`src/rtl/mapping_frame_sequencer.sv`:
```
// Crate mapping sequencer: arms on the fiber header word, strobes FRAMES indexed loads,
// then publishes (done) and clears the datapath; tracks header tag and resync/drop counts.
module mapping_frame_sequencer #(
    parameter logic [15:0] HEADER_WORD = 16'hAAAA,
    parameter int          FRAMES      = 16,
    parameter int          IDX_W       = 5,
    parameter bit          RESYNC      = 1'b1
) (
    input  logic             clk_i,
    input  logic             rst_i,
    input  logic [24:0]      fiber_i,
    input  logic             enable_i,
    output logic             busy_o,
    output logic             frame_valid_o,
    output logic [IDX_W-1:0] frame_idx_o,
    output logic             done_o,
    output logic             clr_o,
    output logic [8:0]       hdr_tag_o,
    output logic [7:0]       resync_cnt_o,
    output logic [7:0]       drop_cnt_o
);

    typedef enum logic [1:0] {S_IDLE, S_CAPTURE, S_DONE, S_CLEAR} state_t;

    localparam logic [IDX_W-1:0] LAST_IDX = IDX_W'(FRAMES - 1);

    state_t           state_q, state_d;
    logic [IDX_W-1:0] cnt_q, cnt_d;
    logic [8:0]       tag_q, tag_d;
    logic [7:0]       resync_q, resync_d;
    logic [7:0]       drop_q, drop_d;
    logic             busy_q, busy_d;
    logic             fv_q, fv_d;
    logic             done_q, done_d;
    logic             clr_q, clr_d;
    logic             hdr_match;
    logic             resync_now;

    assign hdr_match  = (fiber_i[15:0] == HEADER_WORD);
    assign resync_now = RESYNC && (state_q == S_CAPTURE) && hdr_match;

    always_ff @(posedge clk_i or posedge rst_i) begin
        if (rst_i) begin
            state_q  <= S_IDLE;
            cnt_q    <= '0;
            tag_q    <= '0;
            resync_q <= '0;
            drop_q   <= '0;
            busy_q   <= 1'b0;
            fv_q     <= 1'b0;
            done_q   <= 1'b0;
            clr_q    <= 1'b0;
        end else begin
            state_q  <= state_d;
            cnt_q    <= cnt_d;
            tag_q    <= tag_d;
            resync_q <= resync_d;
            drop_q   <= drop_d;
            busy_q   <= busy_d;
            fv_q     <= fv_d;
            done_q   <= done_d;
            clr_q    <= clr_d;
        end
    end

    always_comb begin
        state_d  = state_q;
        cnt_d    = cnt_q;
        tag_d    = tag_q;
        resync_d = resync_q;
        drop_d   = drop_q;
        unique case (state_q)
            S_IDLE: begin
                if (enable_i && hdr_match) begin
                    state_d = S_CAPTURE;
                    cnt_d   = '0;
                    tag_d   = fiber_i[24:16];
                end
            end
            S_CAPTURE: begin
                if (resync_now) begin
                    cnt_d    = '0;
                    tag_d    = fiber_i[24:16];
                    resync_d = (resync_q == 8'hFF) ? resync_q : resync_q + 8'd1;
                end else if (cnt_q == LAST_IDX) begin
                    state_d = S_DONE;
                end else begin
                    cnt_d = cnt_q + 1'b1;
                end
            end
            S_DONE, S_CLEAR: begin
                state_d = (state_q == S_DONE) ? S_CLEAR : S_IDLE;
                if (hdr_match) begin
                    drop_d = (drop_q == 8'hFF) ? drop_q : drop_q + 8'd1;
                end
            end
            default: state_d = S_IDLE;
        endcase
    end

    // Output flops are loaded from the next state so they line up with the state being entered.
    always_comb begin
        busy_d = (state_d != S_IDLE);
        fv_d   = (state_d == S_CAPTURE);
        done_d = (state_d == S_DONE);
        clr_d  = (state_d == S_CLEAR);
    end

    // A header arriving mid-capture must not be loaded as data: it suppresses the strobe and
    // clears the datapath in the very cycle the header word sits on the fiber.
    assign frame_valid_o = fv_q & ~resync_now;
    assign clr_o         = clr_q | resync_now;
    assign busy_o        = busy_q;
    assign done_o        = done_q;
    assign frame_idx_o   = cnt_q;
    assign hdr_tag_o     = tag_q;
    assign resync_cnt_o  = resync_q;
    assign drop_cnt_o    = drop_q;

endmodule

```
`config.mk`:
```
export PLATFORM = sky130hd
export DESIGN_NAME = mapping_frame_sequencer
export DESIGN_NICKNAME = d
export VERILOG_FILES = /design/src/rtl/mapping_frame_sequencer.sv
export SDC_FILE = /design/constraint.sdc
export NUM_CORES = 1
export LEC_CHECK = 0
export BUFFER_PORTS_ARGS = -buffer_cell sky130_fd_sc_hd__buf_4
export CORE_ASPECT_RATIO = 0.9
export CORE_MARGIN = 2
export CORE_UTILIZATION = 46
export CTS_BUF_LIST = sky130_fd_sc_hd__clkbuf_8
export DETAILED_ROUTE_END_ITERATION = 8
export MAX_ROUTING_LAYER = met4
export PLACE_DENSITY = 0.84
export SLEW_MARGIN = 20
export SYNTH_ARGS = -nofsm -noshare
export SYNTH_HDL_FRONTEND = slang
export SYNTH_SLANG_ARGS = --single-unit
```
`constraint.sdc`:
```
create_clock -name clk_i -period 1.7 [get_ports clk_i]
set_input_delay 0.17 -clock clk_i [delete_from_list [all_inputs] [get_ports clk_i]]
set_output_delay 0.17 -clock clk_i [all_outputs]
set_load 0.01 [all_outputs]
```
# After elaboration in Yosys (flattened, before gate mapping)

Cells that the tools add are included.

Register bits: 36
Bits in latches: 0
Bits in writable memories: 0
Memory bits (read-only): 0
Bits of input ports: 28
Word-level logic and storage cells: 52
Memories: 0

$add $sub $neg: 3
Multipliers: 0
Div/mod/pow operators: 0
$lt $le $gt $ge: 0
Eq/ne operators: 13
Shift-type cells: 0
Mux-type cells: 12
Bitwise gates (word level): 5
Reduce and logical (&&, ||, !) cells: 10

Operators with widths:

| cell                   | number |
|---|---|
| $mux W9                | 2 |
| $pmux W9 S2            | 1 |
| $add A8 B1 Y8 const B  | 2 |
| $eq A16 B16 Y1 const B | 1 |
| $eq A8 B8 Y1 const B   | 2 |
| $mux W5                | 3 |
| $reduce_and A3 Y1      | 4 |
| $pmux W5 S2            | 1 |
| $eq A2 B2 Y1 const B   | 4 |
| $mux W2                | 4 |
| $pmux W2 S3            | 1 |
| $add A5 B1 Y5 const B  | 1 |
| $eq A5 B4 Y1 const B   | 1 |
| $eq A2 B1 Y1 const B   | 2 |
| $ne A2 B2 Y1 const B   | 2 |
| $reduce_bool A2 Y1     | 2 |
| $ne A3 B3 Y1 const B   | 1 |
| $not A1 Y1             | 3 |
| $logic_and A1 B1 Y1    | 2 |
| $logic_not A2 Y1       | 1 |
| $reduce_or A2 Y1       | 1 |
| $and A1 B1 Y1          | 1 |
| $or A1 B1 Y1           | 1 |

# Logic depth before layout (Yosys ltp)

Depth in word-level cells: 5
Gate-level depth with buffers: 7
Mapped depth without buffers: 6

# Worst setup path before layout

OpenSTA, ideal clock, no wires.

Path kind: register to register
Start: register cnt_q[0], in the netlist frame_idx_o[0]
End: register cnt_q[3], in the netlist frame_idx_o[3]
Setup time: 0.125 ns
Data arrival time: 1.568 ns
Data required time: 1.575 ns
Setup slack: 0.008 ns
Stages on the path, launching flop included: 7
Path buffers: 0
Cells stage by stage: dfrtp_1 > ha_1 > and3_1 > ha_1 > a21oi_1 > nand3_1 > mux2_2

Longest elaborated chain between the ends: 4
Elaborated cells between the ends (all ways): 7
Classes of those cells: add/sub (1); eq/ne (2); mux (3); reduce/logical (1)

RTL lines:

| element                | line | text |
|---|---|---|
| from (decl)            | 28   | `logic [IDX_W-1:0] cnt_q, cnt_d;` |
| from (signal assigned) | 55   | `cnt_q <= cnt_d;` |
| $add A5 B1 Y5          | 88   | `cnt_d = cnt_q + 1'b1;` |
| $mux W5                | 85   | `end else if (cnt_q == LAST_IDX) begin` |
| $mux W5                | 81   | `if (resync_now) begin` |
| $pmux W5 S2            | 72   | `unique case (state_q)` |

Several ways; a longest one is shown, not always the timed one. The select of a mux whose other input is x is not followed.
A chain may end at the register's enable or synchronous reset.

# Final worst setup path

Same ends and word-level chain as after synthesis.

==> results.txt <==
grt total ovfl: 0
Via Count: 1,397
Psw: 0.000328 W
final hold viol count: 0
Post-Route WL: 3.68 mm
Netlist cell types: 38
clock buffer depth: 2
Root Buffer: clkbuf_8
post-synth top area share: 52.6%
Worst Hold Slack: 109 ps
top cells by area, synth: dfrtp_1, mux2_2, xnor2_1
Final setup viols: 0
sw frac: 20.5%
Crit Path Category: reg2reg
minimum clock period: 1660 ps
Critical Path AT: 1840 ps
Final nets: 260
DRC: 0
RSZ-0062 raised after global routing: true
Slew @ Worst Pin: 437 ps
DPL Wire Length: 2.71 mm
Slew HR: 70.8%
Antenna Nets Post-Route: 0
Die H: 61.9 um
CP Max Fanout: 3
WL per Instance: 13.4 um
Initial Util: 46.9%
P&R area growth vs syn: 44.5%
register bit count reported by yosys: 36
clock-pin transition on the worst setup and hold timing paths: 70 ps
Vias/cell: 5.10
Max Freq: 602 MHz
Max Clock Skew: 7.66 ps
Mapped Area: 1710 um2
number of max-cap violations: 0
WP buf/inv: 0
Int Pwr: 0.00127 W
CP max stage cell: dfrtp_1
syn avg cell area: 12.0 um2
clock share of power: 41.2%
Die Wd: 68.3 um
total number of clock tree sinks: 36
Ys Warns: 0
sequential-to-total area share from yosys stat: 52.6%
cts bufs inserted: 5
number of diodes: 0
Leak: 1.32 nW
die area: 4230 um2
most common cell after layout, fill and taps aside: buf_4
vias in the first global route: 1,260
H-tree depth: 2
most frequent cells in the layout: buf_4, dfrtp_1, nor2_1, mux2_2
largest net degree at the start of global routing: 37
DRT Pass-1 Iters: 4
TritonCTS clock tree: built
largest area contributor in the netlist: dfrtp_1
max-slew violation count: 0
CP endpoint kind: register
IO Pins: 62
CP Launch Type: register
# rows: 21
Top delay family on crit path: adder cells
DR iter-0 viols: 73
most used cell, CP: ha_1
global placer's final weighted congestion: 0.826
Clk Latency, worst-skew pair: 290 ps
Syn Nets: 175
worst path cell trace: ha_1 > and3_1 > ha_1 > a21oi_2 > nand3_1 > mux2_2
Fin Setup TNS: 0 ps
first-pass GRT wire length: 5.49 mm
Power Density: 645 nW/um2
IR drop worst, VDD: 0.715 mV
Total GRT Usage: 19.0%
Crit path largest cell delay: 380 ps
register share of total power: 53.7%
Req. time, crit path: 1880 ps
Core Footprint: 3650 um2
Synth Instances: 143
layout cell share with drive strength beyond 1: 50.0%
outcome: finished clean
Comb pwr share: 5.0%
port bufs: 61
antenna violations before repair: 0
HP Class: in2reg
final period utilization: 97.7%
[final cells by class]
type,instances,area (um2)
Fill cell,289,1180
Clock buffer,7,96.3
Tap cell,46,57.6
Timing Repair Buffer,82,622
Inverter,5,18.8
Sequential cell,36,901
Multi-Input combinational cell,98,781
[state kept, by name, indices dropped and copies added, names as in the netlist]
signal and flops:
hdr_tag_o 9, drop_cnt_o 8, resync_cnt_o 8, frame_idx_o 5, state_q 2, busy_o 1
clr_q 1, done_o 1, fv_q 1
[power by group through the flow]
stage | registers [W] | clock network [W] | logic [W]
floorplan | 0.000876 | 0 | 0.0000224
global placement | 0.000875 | 0 | 0.0000789
detailed placement | 0.000875 | 0 | 0.0000813
CTS | 0.000858 | 0.000669 | 0.0000834
global route | 0.000858 | 0.000704 | 0.0000901
finish | 0.000858 | 0.000658 | 0.0000806
[synthesized netlist by cell type (all sizes together)]
cell,n
inv,5
or2b,1
nor3,2
o21bai,2
a21oi,5
a41oi,1
nand2,8
and3,5
a31oi,4
and4bb,4
nor2,12
a31o,1
nand4,4
dfrtp,36
a311oi,2
buf,4
xor2,1
nor4,1
nand3,6
mux2,12
o22ai,1
nor2b,6
a21boi,1
xnor2,8
o21ai,1
and2,2
ha,4
mux2i,1
nand2b,1
or2,2
[worst paths after layout]
path / endpoint / slack [ps] / startpoint / depth (start not counted)
worst max-delay path: frame_idx_o[3]$_DFFE_PP0P_ / 40 / frame_idx_o[0]$_DFFE_PP0P_ / 6
worst min-delay path: hdr_tag_o[7]$_DFFE_PP0P_ / 110 / fiber_i[23] / 2
worst max register to register: frame_idx_o[3]$_DFFE_PP0P_ / 40 / frame_idx_o[0]$_DFFE_PP0P_ / 6
worst min register to register: drop_cnt_o[4]$_DFFE_PP0P_ / 490 / drop_cnt_o[4]$_DFFE_PP0P_ / 1
max in group asynchronous: drop_cnt_o[2]$_DFFE_PP0P_ / 850 / rst_i / 4
min in group asynchronous: hdr_tag_o[8]$_DFFE_PP0P_ / 530 / rst_i / 4
[kinds of logic after synthesis]
logic type | Yosys count | share of synthesized area [%]
AOI/OAI and AO/OA | 18 | 8.83
xor gates and xnor gates | 9 | 4.60
adders and majority gates | 4 | 2.92
buffers and inverters | 9 | 2.77
DFF | 36 | 52.6
muxes | 13 | 8.47
and+or+nand+nor | 54 | 19.9
[routing by layer]
metal,vias up,routed length [um],track usage [%]
met2,48,1840,29.8
li1,677,-,-
met4,0,73,9.14
met1,665,1490,22.3
met5,-,0,-
met3,7,274,6.31
[stage by stage]
stage / std cells / utilization, % / setup WS (ps) / power, W / cell area [um2]
2_1_floorplan: 143 / - / 7.64 / 0.000898 / 1710
3_3_place_gp: 265 / 64.2 / 24.3 / 0.000953 / 2340
3_5_place_dp: 265 / 64.2 / -12.5 / 0.000956 / 2340
4_1_cts: 273 / 67.1 / 0.375 / 0.00161 / 2450
5_1_grt: 274 / 67.8 / -58.2 / 0.00165 / 2480
6_report: 274 / 67.8 / 38.7 / 0.00160 / 2480
[timing repair]
action,CTS,global route
setup endpoints to repair,2,10
hold buffers,1,0
setup buffers,0,1
pin swaps,0,1
hold endpoints to repair,30,0
gates resized for setup,1,5
Power figures use the tool's default switching activity.
